==> src/rtl/dac_if_pkg.sv <==
// dac_if_pkg: shared constants for the DAC interface.
//   DW_DEFAULT  default sample width
//   S_*         FSM state encodings
//   midscale()  code the DAC treats as zero, for a given width and format
package dac_if_pkg;

    localparam int unsigned DW_DEFAULT = 12;

    localparam logic [1:0] S_SLEEP = 2'd0;
    localparam logic [1:0] S_PRIME = 2'd1;
    localparam logic [1:0] S_RUN   = 2'd2;
    localparam logic [1:0] S_DRAIN = 2'd3;

    // Zero in the DAC's number format: MSB-only for offset binary, all-zero for two's complement.
    function automatic logic [63:0] midscale(input int unsigned dw, input logic offset_bin);
        return offset_bin ? (64'd1 << (dw - 1)) : 64'd0;
    endfunction

endpackage

==> src/rtl/dac_fifo.sv <==
// dac_fifo: synchronous FIFO with registered full/empty/level and a flush.
//   clk, rst       clock, synchronous active-high reset
//   flush          empties the FIFO (wins over a simultaneous push)
//   push, wr_data  write request and data (ignored when full)
//   pop, rd_data   read request (ignored when empty); rd_data shows the head entry
//   full, empty    registered status
//   level          registered occupancy, 0..DEPTH
module dac_fifo #(
    parameter int unsigned WIDTH = 24,
    parameter int unsigned DEPTH = 4
) (
    input  logic                       clk,
    input  logic                       rst,
    input  logic                       flush,
    input  logic                       push,
    input  logic [WIDTH-1:0]           wr_data,
    input  logic                       pop,
    output logic [WIDTH-1:0]           rd_data,
    output logic                       full,
    output logic                       empty,
    output logic [$clog2(DEPTH):0]     level
);

    localparam int unsigned AW = $clog2(DEPTH);
    localparam int unsigned LW = AW + 1;

    logic [WIDTH-1:0] mem [DEPTH];
    logic [AW-1:0]    wr_ptr;
    logic [AW-1:0]    rd_ptr;
    logic             push_ok;
    logic             pop_ok;
    logic [LW-1:0]    level_next;

    // Accepted operations and resulting occupancy.
    always_comb begin
        push_ok    = push && !full;
        pop_ok     = pop && !empty;
        level_next = level;
        if (push_ok && !pop_ok) begin
            level_next = level + LW'(1);
        end else if (!push_ok && pop_ok) begin
            level_next = level - LW'(1);
        end
    end

    // Pointers and status; DEPTH is a power of two so pointers wrap naturally.
    always_ff @(posedge clk) begin
        if (rst || flush) begin
            wr_ptr <= '0;
            rd_ptr <= '0;
            level  <= '0;
            full   <= 1'b0;
            empty  <= 1'b1;
        end else begin
            if (push_ok) begin
                wr_ptr <= wr_ptr + AW'(1);
            end
            if (pop_ok) begin
                rd_ptr <= rd_ptr + AW'(1);
            end
            level <= level_next;
            full  <= (level_next == LW'(DEPTH));
            empty <= (level_next == '0);
        end
    end

    // Storage array, no reset needed.
    always_ff @(posedge clk) begin
        if (push_ok) begin
            mem[wr_ptr] <= wr_data;
        end
    end

    assign rd_data = mem[rd_ptr];

endmodule

==> src/rtl/dac_if.sv <==
// dac_if: buffers I/Q pairs and serialises them onto an interleaved DAC bus
// at half the clock rate (I word then Q word, WRT strobe on the Q word).
//   clk, rst        clock, synchronous active-high reset
//   EN              run request
//   DATA_I_I/Q      two's complement I and Q samples
//   VALID_I/READY_O pair handshake
//   DAC_D, IQSEL    registered DAC data and I/Q select (1 = I)
//   WRT             registered DAC write strobe
//   SLEEP           DAC power-down
//   UNDERRUN(_CNT)  sticky underrun flag and saturating event count
module dac_if
    import dac_if_pkg::*;
#(
    parameter int unsigned DW          = DW_DEFAULT,
    parameter int unsigned FIFO_DEPTH  = 4,
    parameter int unsigned PRIME_LEVEL = 2,
    parameter int unsigned OFFSET_BIN  = 1
) (
    input  logic          clk,
    input  logic          rst,
    input  logic          EN,
    input  logic [DW-1:0] DATA_I_I,
    input  logic [DW-1:0] DATA_I_Q,
    input  logic          VALID_I,
    output logic          READY_O,
    output logic [DW-1:0] DAC_D,
    output logic          IQSEL,
    output logic          WRT,
    output logic          SLEEP,
    output logic          UNDERRUN,
    output logic [7:0]    UNDERRUN_CNT
);

    localparam int unsigned LW = $clog2(FIFO_DEPTH) + 1;
    localparam logic [DW-1:0] MIDSCALE = DW'(midscale(DW, OFFSET_BIN != 0));

    logic [1:0]      state;
    logic [1:0]      state_next;
    logic            phase;
    logic            phase_next;
    logic [DW-1:0]   q_hold;
    logic [DW-1:0]   q_next;
    logic [DW-1:0]   dac_next;
    logic            iqsel_next;
    logic            wrt_next;
    logic            sleep_next;
    logic            underrun_next;
    logic [7:0]      cnt_next;
    logic            underrun_evt;

    logic            push;
    logic            pop;
    logic            flush;
    logic [2*DW-1:0] rd_data;
    logic            full;
    logic            empty;
    logic [LW-1:0]   level;

    // Map a two's complement sample into the DAC's number format.
    function automatic logic [DW-1:0] fmt(input logic [DW-1:0] x);
        return (OFFSET_BIN != 0) ? {~x[DW-1], x[DW-2:0]} : x;
    endfunction

    // full is registered, so a pair is never pushed through a full FIFO.
    assign READY_O = !full && EN && (state != S_SLEEP);
    assign push    = VALID_I && READY_O;
    assign flush   = (state_next == S_SLEEP);

    dac_fifo #(
        .WIDTH (2 * DW),
        .DEPTH (FIFO_DEPTH)
    ) u_fifo (
        .clk     (clk),
        .rst     (rst),
        .flush   (flush),
        .push    (push),
        .wr_data ({DATA_I_I, DATA_I_Q}),
        .pop     (pop),
        .rd_data (rd_data),
        .full    (full),
        .empty   (empty),
        .level   (level)
    );

    // Next-state, pop decision and next output values.
    always_comb begin
        state_next    = state;
        pop           = 1'b0;
        underrun_evt  = 1'b0;
        dac_next      = MIDSCALE;
        iqsel_next    = 1'b1;
        wrt_next      = 1'b0;
        q_next        = q_hold;
        underrun_next = UNDERRUN;
        cnt_next      = UNDERRUN_CNT;

        case (state)
            S_SLEEP: begin
                if (EN) begin
                    state_next = S_PRIME;
                end
            end
            S_PRIME: begin
                if (!phase) begin
                    if (!EN) begin
                        state_next = S_SLEEP;
                    end else if (level >= LW'(PRIME_LEVEL)) begin
                        state_next = S_RUN;
                    end
                end
            end
            S_RUN: begin
                if (!EN) begin
                    state_next = S_DRAIN;
                end else if (!phase) begin
                    if (empty) begin
                        underrun_evt = 1'b1;
                        state_next   = S_PRIME;
                    end else begin
                        pop = 1'b1;
                    end
                end
            end
            S_DRAIN: begin
                if (phase) begin
                    state_next = S_SLEEP;
                end
            end
            default: state_next = S_SLEEP;
        endcase

        // Phase sits at 0 in sleep so every active period starts on an I slot.
        phase_next = (state == S_SLEEP || state_next == S_SLEEP) ? 1'b0 : ~phase;
        sleep_next = (state_next == S_SLEEP);

        // A phase-0 edge launches an I word (midscale unless popped);
        // a phase-1 edge launches the held Q word with the strobe.
        // DRAIN only finishes a pair already launched from RUN.
        if (state_next != S_SLEEP && state != S_DRAIN) begin
            if (!phase) begin
                dac_next = pop ? fmt(rd_data[2*DW-1:DW]) : MIDSCALE;
                q_next   = pop ? fmt(rd_data[DW-1:0])    : MIDSCALE;
            end else begin
                dac_next   = q_hold;
                iqsel_next = 1'b0;
                wrt_next   = 1'b1;
            end
        end

        if (state == S_SLEEP && state_next == S_PRIME) begin
            underrun_next = 1'b0;
            cnt_next      = 8'd0;
        end else if (underrun_evt) begin
            underrun_next = 1'b1;
            if (UNDERRUN_CNT != 8'hFF) begin
                cnt_next = UNDERRUN_CNT + 8'd1;
            end
        end
    end

    // State and registered outputs.
    always_ff @(posedge clk) begin
        if (rst) begin
            state        <= S_SLEEP;
            phase        <= 1'b0;
            q_hold       <= MIDSCALE;
            DAC_D        <= MIDSCALE;
            IQSEL        <= 1'b1;
            WRT          <= 1'b0;
            SLEEP        <= 1'b1;
            UNDERRUN     <= 1'b0;
            UNDERRUN_CNT <= 8'd0;
        end else begin
            state        <= state_next;
            phase        <= phase_next;
            q_hold       <= q_next;
            DAC_D        <= dac_next;
            IQSEL        <= iqsel_next;
            WRT          <= wrt_next;
            SLEEP        <= sleep_next;
            UNDERRUN     <= underrun_next;
            UNDERRUN_CNT <= cnt_next;
        end
    end

endmodule

==> config.mk <==
export PLATFORM = sky130hd
export DESIGN_NAME = dac_if
export DESIGN_NICKNAME = d
export VERILOG_FILES = /design/src/rtl/dac_if_pkg.sv /design/src/rtl/dac_fifo.sv /design/src/rtl/dac_if.sv
export SDC_FILE = /design/constraint.sdc
export NUM_CORES = 1
export LEC_CHECK = 0
export ABC_AREA = 1
export BUFFER_PORTS_ARGS = -buffer_cell sky130_fd_sc_hd__buf_4
export CORE_UTILIZATION = 25
export CTS_CLUSTER_DIAMETER = 60
export DETAILED_ROUTE_END_ITERATION = 8
export GPL_ROUTABILITY_DRIVEN = 0
export GPL_TIMING_DRIVEN = 0
export PLACE_DENSITY = 0.38
export SLEW_MARGIN = 40
export SYNTH_ARGS = -nofsm -noshare
export SYNTH_HDL_FRONTEND = slang
export SYNTH_HIERARCHICAL = 1
export SYNTH_SLANG_ARGS = --single-unit
==> constraint.sdc <==
create_clock -name clk -period 5.3 [get_ports clk]
set_clock_uncertainty 0.15 [all_clocks]
set_input_delay 0.53 -clock clk [delete_from_list [all_inputs] [get_ports clk]]
set_output_delay 0.53 -clock clk [all_outputs]
set_load 0.05 [all_outputs]
==> results of run 1 <==
==> final cells by class <==
type,count,area (um2),area share
buffer,21,114,0.0153
clock buffer,17,425,0.0571
clock inverter,15,180,0.0242
inverter,53,201,0.0270
multi-input combinational,342,1730,0.233
sequential,146,3880,0.522
tap,313,392,0.0526
timing repair buffer,59,517,0.0694
==> cells by family (layout without fill, tap and decap cells) <==
| group | after synthesis | after routing | synth area share |
|---|---|---|---|
| flip-flops | 146 | 146 | 0.658 |
| AND/OR/NAND/NOR | 229 | 229 | 0.177 |
| buffers and inverters | 74 | 165 | 0.0534 |
| XOR/XNOR | 1 | 1 | 0.00148 |
| AO/OA/AOI/OAI | 105 | 105 | 0.0958 |
| adder cells (fa/ha/maj) | 7 | 7 | 0.0148 |
==> worst max-delay path by stage <==
stage                             endpoint  depth (start not counted)  slack (ns)
5_1_grt        u_fifo/mem[0][10]$_DFFE_PP_                          7        2.69
6_report       u_fifo/mem[0][15]$_DFFE_PP_                          7        2.86
3_3_place_gp    u_fifo/mem[0][9]$_DFFE_PP_                          6        1.07
3_5_place_dp   u_fifo/mem[0][15]$_DFFE_PP_                          8        2.65
4_1_cts        u_fifo/mem[0][15]$_DFFE_PP_                          7        2.79
2_1_floorplan   u_fifo/mem[0][0]$_DFFE_PP_                          5        1.57
==> power by group through the flow <==
| stage | Combinational (W) | Sequential [W] | Clock [W] |
|---|---|---|---|
| 2_1_floorplan | 0.0000488 | 0.00126 | 0 |
| 3_3_place_gp | 0.0000917 | 0.00126 | 0 |
| 3_5_place_dp | 0.0000951 | 0.00126 | 0 |
| 4_1_cts | 0.0000958 | 0.00123 | 0.00126 |
| 5_1_grt | 0.000106 | 0.00123 | 0.00131 |
| 6_report | 0.0000936 | 0.00123 | 0.00123 |
==> cells in the mapped netlist, drive strengths merged <==
cell type / count
nor2: 107
edfxtp: 96
nand2: 89
o21ai: 54
inv: 53
dfxtp: 50
a21oi: 26
nand3: 24
o22ai: 24
buf: 11
clkbuf: 10
ha: 7
nor3: 4
nand3b: 2
and2: 1
nand4: 1
o31ai: 1
or2: 1
xor2: 1
==> registers in the layout, indices dropped and copies added (netlist names), 2 cells and up, named ones only <==
register,count
u_fifo/mem,96
DAC_D,12
q_hold,12
UNDERRUN_CNT,8
u_fifo/level,3
state,2
u_fifo/rd_ptr,2
u_fifo/wr_ptr,2
==> per-layer routing <==
metal / up-vias / part of all wire / wire (um)
met1: 1949 / 0.47 / 7080
met2: 88 / 0.48 / 7240
li1: 2061 / - / -
met4: 0 / 0.0092 / 139
met3: 11 / 0.042 / 631
met5: - / 0 / 0
==> worst max-delay path, delay by kind of cell (launching register included) <==
kind	cells	cell delay (ns)
AND/OR/NAND/NOR	5	1.17
flip-flops	1	0.45
buffers and inverters	2	0.37
==> through the flow <==
step,utilization,instance area (um2),hold slack [ns],cells
after CTS,0.325,7450,0.130,966
after global placement,0.292,6690,0.296,927
after global routing,0.325,7450,0.132,966
after detailed placement,0.299,6840,0.295,934
after floorplan,-,5900,0.279,562
final,0.325,7450,0.141,966
==> impl_metrics.prom, run 1 <==
# TYPE chip_impl_metric gauge
chip_impl_metric{name="detailedRoute.firstPassIterationCount",unit=""} 4
chip_impl_metric{name="first_pass_grt_wire_length",unit="um"} 23400
chip_impl_metric{name="ctsHtreeMaxLevel",unit=""} 4
chip_impl_metric{name="holdPathStages",unit=""} 2
chip_impl_metric{name="timing.setup.tns",unit="ns"} 0
chip_impl_metric{name="setup.reg_to_reg.worst_slack",unit="ns"} 2.86
chip_impl_metric{name="critical_path.max_fanout",unit=""} 11
chip_impl_metric{name="ys_seq_elements",unit=""} 146
chip_impl_metric{name="cp_data_arrival_time",unit="ns"} 2.42
chip_impl_metric{name="grt_overflow_total",unit=""} 0
chip_impl_metric{name="timing.max_cap.violations",unit=""} 0
chip_impl_metric{name="cts_made_buffers",unit=""} 17
chip_impl_info{name="synth.largest_area_cell",value="sky130_fd_sc_hd__edfxtp_1"} 1
chip_impl_metric{name="first_global_vias",unit=""} 4162
chip_impl_metric{name="post_cts.resized_instances",unit=""} 0
chip_impl_metric{name="antenna_left",unit=""} 0
chip_impl_metric{name="wire_per_inst",unit="um"} 15.6
chip_impl_info{name="hold_path_class",value="in -> reg"} 1
chip_impl_metric{name="switching_share",unit=""} 0.216
chip_impl_metric{name="switchingPower",unit="W"} 0.000552
chip_impl_metric{name="viasPerCell",unit=""} 4.25
chip_impl_metric{name="fp-row-count",unit=""} 55
chip_impl_metric{name="drc_errors",unit=""} 0
chip_impl_metric{name="hold_viol_final",unit=""} 0
chip_impl_metric{name="drt_first_iter_violations",unit=""} 220
chip_impl_metric{name="ir_drop",unit="V"} 0.000178
chip_impl_metric{name="syn_inst_count",unit=""} 562
chip_impl_metric{name="areaGrowthSynthToFinish",unit="%"} 26.2
chip_impl_metric{name="yosysWarnings",unit=""} 6
chip_impl_metric{name="use_met1",unit=""} 0.170
chip_impl_metric{name="finish.net_count",unit=""} 675
chip_impl_metric{name="mappedNetlistArea",unit="um2"} 5900
chip_impl_info{name="worst_r2r_startpoint",value="state[0]$_SDFF_PP0_"} 1
chip_impl_metric{name="route.vias.total",unit=""} 4109
chip_impl_metric{name="clk_pin_slew",unit="ns"} 0.06
chip_impl_metric{name="worst-slew-pin-transition",unit="ns"} 0.645
chip_impl_metric{name="ios",unit=""} 53
chip_impl_info{name="crit_slowest_cell",value="sky130_fd_sc_hd__dfxtp_1"} 1
chip_impl_metric{name="critPathRequiredTime",unit="ns"} 5.28
chip_impl_metric{name="port_buffers",unit=""} 52
chip_impl_metric{name="dp_slack",unit="ns"} 2.65
chip_impl_metric{name="cts_hold_buf",unit=""} 0
chip_impl_metric{name="start_util",unit=""} 0.258
chip_impl_metric{name="clk_path_buf_depth",unit=""} 2
chip_impl_metric{name="finalCritPeriodShare",unit=""} 0.460
chip_impl_info{name="reg2reg_to",value="u_fifo/mem[0][15]$_DFFE_PP_"} 1
chip_impl_info{name="crit_chain",value="nor2_1 > nor3_1 > and2_1 > nand2_4 > nor2_4 > buf_8 > buf_6"} 1
chip_impl_metric{name="n_fill_cell",unit=""} 2363
chip_impl_metric{name="static-leakage-power",unit="nW"} 2.77
chip_impl_metric{name="share_of_cells_above_drive_strength_1",unit=""} 0.221
chip_impl_info{name="end_kind",value="flip-flop"} 1
chip_impl_metric{name="total_die_area",unit="um2"} 24200
chip_impl_info{name="unrepaired_setup_endpoints_after_global_routing",value="false"} 1
chip_impl_info{name="globalRoute.busiestLayer",value="met2"} 1
chip_impl_info{name="tritoncts_clock_tree",value="yes"} 1
chip_impl_metric{name="post_synth_num_cell_types",unit=""} 31
chip_impl_metric{name="setup_viol_count_final",unit=""} 0
chip_impl_metric{name="core-area",unit="um2"} 22900
chip_impl_metric{name="clock.fmax",unit="MHz"} 410
chip_impl_metric{name="routed_wirelength",unit="um"} 15100
chip_impl_metric{name="tritoncts_num_sinks",unit=""} 146
chip_impl_metric{name="globalRouteMet3Util",unit=""} 0.0339
chip_impl_metric{name="antenna_cells",unit=""} 0
chip_impl_metric{name="chipWidth",unit="um"} 156
chip_impl_metric{name="die_extent_in_y",unit="um"} 156
chip_impl_metric{name="yosysSeqAreaShare",unit=""} 0.658
chip_impl_metric{name="cts_setup_buffers",unit=""} 0
chip_impl_metric{name="cp_slowest_stage_delay",unit="ns"} 0.45
chip_impl_metric{name="finalMaxSlewViolations",unit=""} 0
chip_impl_metric{name="share_comb_of_total_power",unit=""} 0.037
chip_impl_metric{name="mappedNetlistNets",unit=""} 597
chip_impl_metric{name="cellPowerDensity",unit="nW/um2"} 343
chip_impl_metric{name="timing.max_slew.rel_slack",unit=""} 0.570
chip_impl_metric{name="antenna_found_initial",unit=""} 0
chip_impl_info{name="min_from",value="rst"} 1
chip_impl_metric{name="synth.avg_cell_area",unit="um2"} 10.5
chip_impl_metric{name="clock_power_share",unit=""} 0.482
chip_impl_metric{name="fin_crit",unit="ns"} 2.44
chip_impl_metric{name="grt_util_all_layers",unit=""} 0.132
chip_impl_metric{name="grt_start_max_net_pins",unit=""} 17
chip_impl_info{name="run_status",value="finished, final reports clean"} 1
chip_impl_metric{name="ff2ff_path_depth",unit=""} 7
chip_impl_metric{name="post-layout-total-power",unit="W"} 0.00256
chip_impl_metric{name="place_hpwl",unit="um"} 10600
chip_impl_info{name="criticalPathCategory",value="reg -> reg"} 1
chip_impl_metric{name="postLayoutSetupSlackWorst",unit="ns"} 2.86
chip_impl_metric{name="clkLatencyLatePin",unit="ns"} 0.42
chip_impl_info{name="mostFrequentLayoutCells",value="96 x sky130_fd_sc_hd__nor2_1, 96 x sky130_fd_sc_hd__edfxtp_1, 81 x sky130_fd_sc_hd__nand2_1, 54 x sky130_fd_sc_hd__o21ai_0, 53 x sky130_fd_sc_hd__buf_4"} 1
chip_impl_info{name="worst_setup_startpoint",value="state[0]$_SDFF_PP0_"} 1
chip_impl_info{name="crit_path_start_kind",value="flip-flop"} 1
chip_impl_info{name="clock-root-buffer",value="sky130_fd_sc_hd__clkbuf_16"} 1
chip_impl_metric{name="globalRouteMet2Util",unit=""} 0.216
chip_impl_info{name="synth.area.top_cells",value="sky130_fd_sc_hd__edfxtp_1 49%, sky130_fd_sc_hd__dfxtp_1 17%, sky130_fd_sc_hd__nor2_1 6.4%, sky130_fd_sc_hd__nand2_1 5.2%, sky130_fd_sc_hd__o21ai_0 4.6%"} 1
chip_impl_metric{name="intPower",unit="W"} 0.00201
chip_impl_metric{name="relative_contribution_of_sequential_cells_to_total_power",unit=""} 0.481
chip_impl_metric{name="synth_top_area_share",unit=""} 0.488
chip_impl_info{name="worstHoldEndpoint",value="state[1]$_SDFF_PP0_"} 1
(Power assumes the default switching activity.)
==> run 2: changes to the inputs <==
Settings changed: PLACE_DENSITY 0.38 to 0.4.
Clock period 5.3 ns to 2.1 ns, I/O delays scaled along.
==> run 2 against run 1 <==
  * Maximum frequency increased by 24%
  * Utilization grew 1.7 points
  * Sequential power grew to 2.5 times the previous value
  * Sequential cell count unchanged
  * Via count rose by 5.2%
  * Combinational power rose to 3.0 times the previous value
  * Routed wire length grew 1.9%
  * Hold slack got worse by 0.065 ns
  * Non-clock buffer count up 36
  * Critical path depth is 2 lower
  * Global-route usage is 0.22 points higher
  * Sequential share of layout area down 2.5 points
  * Critical endpoint is now DAC_D[6]$_SDFF_PP0_
==> impl_metrics.prom, run 2 (synthesis gave the netlist of run 1 again) <==
# TYPE chip_impl_metric gauge
chip_impl_metric{name="wire_per_inst",unit="um"} 15.4
chip_impl_metric{name="timing.max_slew.rel_slack",unit=""} 0.553
chip_impl_metric{name="clock_power_share",unit=""} 0.468
chip_impl_metric{name="first_global_vias",unit=""} 4220
chip_impl_metric{name="areaGrowthSynthToFinish",unit="%"} 32.8
chip_impl_metric{name="clk_path_buf_depth",unit=""} 2
chip_impl_metric{name="static-leakage-power",unit="nW"} 2.94
chip_impl_metric{name="route.vias.total",unit=""} 4323
chip_impl_info{name="criticalPathCategory",value="reg -> reg"} 1
chip_impl_metric{name="routed_wirelength",unit="um"} 15400
chip_impl_metric{name="start_util",unit=""} 0.258
chip_impl_metric{name="switching_share",unit=""} 0.220
chip_impl_metric{name="cp_data_arrival_time",unit="ns"} 2.17
chip_impl_metric{name="fp-row-count",unit=""} 55
chip_impl_metric{name="finalCritPeriodShare",unit=""} 0.937
chip_impl_metric{name="worst-slew-pin-transition",unit="ns"} 0.670
chip_impl_metric{name="finish.instance_area",unit="um2"} 7840
chip_impl_metric{name="clkLatencyLatePin",unit="ns"} 0.43
chip_impl_metric{name="antenna_cells",unit=""} 0
chip_impl_metric{name="post-layout-total-power",unit="W"} 0.00638
chip_impl_metric{name="grt_util_all_layers",unit=""} 0.134
chip_impl_metric{name="cts_made_buffers",unit=""} 17
chip_impl_info{name="run_status",value="finished, final reports clean"} 1
chip_impl_info{name="top_register",value="u_fifo/mem"} 1
chip_impl_metric{name="chipWidth",unit="um"} 156
chip_impl_metric{name="relative_contribution_of_sequential_cells_to_total_power",unit=""} 0.487
chip_impl_metric{name="place_hpwl",unit="um"} 10200
chip_impl_metric{name="first_pass_grt_wire_length",unit="um"} 23900
chip_impl_info{name="reg.largest.list",value="u_fifo/mem x96, DAC_D x12, q_hold x12"} 1
chip_impl_info{name="crit_slowest_cell",value="sky130_fd_sc_hd__clkbuf_1"} 1
chip_impl_info{name="critPathTopFamily",value="compound AO/OA/AOI/OAI gates"} 1
chip_impl_metric{name="core-area",unit="um2"} 22900
chip_impl_metric{name="clk_pin_slew",unit="ns"} 0.06
chip_impl_metric{name="cp_slowest_stage_delay",unit="ns"} 0.53
chip_impl_metric{name="ios",unit=""} 53
chip_impl_metric{name="finalMaxSlewViolations",unit=""} 0
chip_impl_metric{name="antenna_left",unit=""} 0
chip_impl_metric{name="n_fill_cell",unit=""} 2336
chip_impl_metric{name="intPower",unit="W"} 0.00498
chip_impl_info{name="hold_path_class",value="in -> reg"} 1
chip_impl_metric{name="grt_overflow_total",unit=""} 0
chip_impl_metric{name="critical_path.max_fanout",unit=""} 10
chip_impl_metric{name="critPathRequiredTime",unit="ns"} 2.30
chip_impl_metric{name="tritoncts_num_sinks",unit=""} 146
chip_impl_metric{name="hold_viol_final",unit=""} 0
chip_impl_metric{name="dpl_cell_area",unit="um2"} 6850
chip_impl_info{name="end_kind",value="flip-flop"} 1
chip_impl_info{name="mostFrequentLayoutCell",value="sky130_fd_sc_hd__edfxtp_1"} 1
chip_impl_metric{name="setup.reg_to_reg.worst_slack",unit="ns"} 0.13
chip_impl_metric{name="drt_first_iter_violations",unit=""} 267
chip_impl_metric{name="critPathBufInv",unit=""} 1
chip_impl_metric{name="finish.net_count",unit=""} 711
chip_impl_info{name="crit_path_start_kind",value="flip-flop"} 1
chip_impl_metric{name="clock.fmax",unit="MHz"} 508
chip_impl_metric{name="fin_crit",unit="ns"} 1.97
chip_impl_info{name="clock-root-buffer",value="sky130_fd_sc_hd__clkbuf_16"} 1
chip_impl_metric{name="drc_errors",unit=""} 0
chip_impl_metric{name="cellPowerDensity",unit="nW/um2"} 814
chip_impl_info{name="crit_chain",value="clkbuf_1 > o21ai_0 > o22ai_1 > nand2_1 > a21oi_1"} 1
chip_impl_metric{name="timing.max_cap.violations",unit=""} 0
chip_impl_metric{name="setup_viol_count_final",unit=""} 0
chip_impl_metric{name="share_of_cells_above_drive_strength_1",unit=""} 0.235
chip_impl_metric{name="detailedRoute.firstPassIterationCount",unit=""} 6
chip_impl_info{name="tritoncts_clock_tree",value="yes"} 1
chip_impl_metric{name="port_buffers",unit=""} 52
chip_impl_metric{name="share_comb_of_total_power",unit=""} 0.045
chip_impl_metric{name="largest_register_ffs",unit=""} 96
chip_impl_info{name="unrepaired_setup_endpoints_after_global_routing",value="true"} 1
chip_impl_metric{name="ir_drop",unit="V"} 0.000512
chip_impl_metric{name="ctsHtreeMaxLevel",unit=""} 4
chip_impl_metric{name="antenna_found_initial",unit=""} 0
chip_impl_metric{name="switchingPower",unit="W"} 0.00141
chip_impl_metric{name="die_extent_in_y",unit="um"} 156
chip_impl_metric{name="grt_start_max_net_pins",unit=""} 17
chip_impl_metric{name="viasPerCell",unit=""} 4.31
chip_impl_info{name="mostFrequentLayoutCells",value="96 x sky130_fd_sc_hd__edfxtp_1, 94 x sky130_fd_sc_hd__nor2_1, 81 x sky130_fd_sc_hd__nand2_1, 64 x sky130_fd_sc_hd__buf_4, 54 x sky130_fd_sc_hd__o21ai_0"} 1
chip_impl_metric{name="total_die_area",unit="um2"} 24200
[run 2: cell count changes in the layout (fill, tap and decap cells not counted), moves of 3 or more]
cell / previous run / this run
sky130_fd_sc_hd__dlygate4sd3_1: 0 / 25
sky130_fd_sc_hd__buf_4: 53 / 64
sky130_fd_sc_hd__clkinv_4: 2 / 5
sky130_fd_sc_hd__buf_12: 0 / 3
sky130_fd_sc_hd__buf_8: 4 / 1
[run 2: what timing repair did]
| item | 4_1_cts | 5_1_grt |
|---|---|---|
| setup endpoints to repair | 30 | 61 |
| hold buffers | 25 | 0 |
| gates cloned | 0 | 0 |
| gates resized for setup | 1 | 6 |
| pin swaps | 3 | 4 |
| setup buffers | 3 | 11 |
| hold endpoints to repair | 106 | 0 |
[run 2: path summary, 6_finish.rpt]
kind | from | end | depth (start not counted)
hold / removal | EN | UNDERRUN$_SDFFE_PP0P_ | 5
setup / recovery | flip-flop | DAC_D[6]$_SDFF_PP0_ | 5
hold reg to reg | q_hold[7]$_SDFFE_PP0P_ | DAC_D[7]$_SDFF_PP0_ | 2
setup reg to reg | flip-flop | DAC_D[6]$_SDFF_PP0_ | 5
[run 2: worst register-to-register path, cell delays in order, from the launching register on]
cell	delay [ns]
sky130_fd_sc_hd__dfxtp_1	0.52
sky130_fd_sc_hd__clkbuf_1	0.53
sky130_fd_sc_hd__o21ai_0	0.19
sky130_fd_sc_hd__o22ai_1	0.29
sky130_fd_sc_hd__nand2_1	0.10
sky130_fd_sc_hd__a21oi_1	0.14
[run 2: per-layer routing]
layer,GRT usage,wire (um)
met1,0.175,7600
met2,0.215,7150
met3,0.0350,468
met4,0.0448,169
met5,0,0
[run 2: layout make-up]
class / count / area (um2) / area share
Clock inverter: 15 / 160 / 0.0204
Clock buffer: 17 / 425 / 0.0543
Buffer: 21 / 119 / 0.0152
Tap cell: 313 / 392 / 0.0499
Multi-Input combinational cell: 342 / 1770 / 0.226
Timing Repair Buffer: 95 / 881 / 0.112
Sequential cell: 146 / 3890 / 0.496
Inverter: 53 / 201 / 0.0257
[run 2: power groups by stage]
stage          Sequential [W]  Combinational (W)  Clock (W)
6_report              0.00311           0.000285    0.00299
5_1_grt               0.00311           0.000317    0.00318
4_1_cts               0.00311           0.000282    0.00308
3_5_place_dp          0.00317           0.000244          0
3_3_place_gp          0.00317           0.000235          0
2_1_floorplan         0.00317           0.000129          0
[run 2: stage by stage]
stage | setup WS, ns | util | TNS, ns | cells | hold slack [ns]
after global placement | -0.225 | 0.295 | -18.33 | 927 | 0.253
final | 0.132 | 0.342 | 0 | 1002 | 0.0755
after detailed placement | -0.259 | 0.299 | -1.57 | 931 | 0.252
after global routing | -0.00385 | 0.342 | -0.00385 | 1002 | 0.0638
after floorplan | -0.131 | - | -10.89 | 562 | 0.123
after CTS | 0.0149 | 0.337 | 0 | 991 | 0.0467
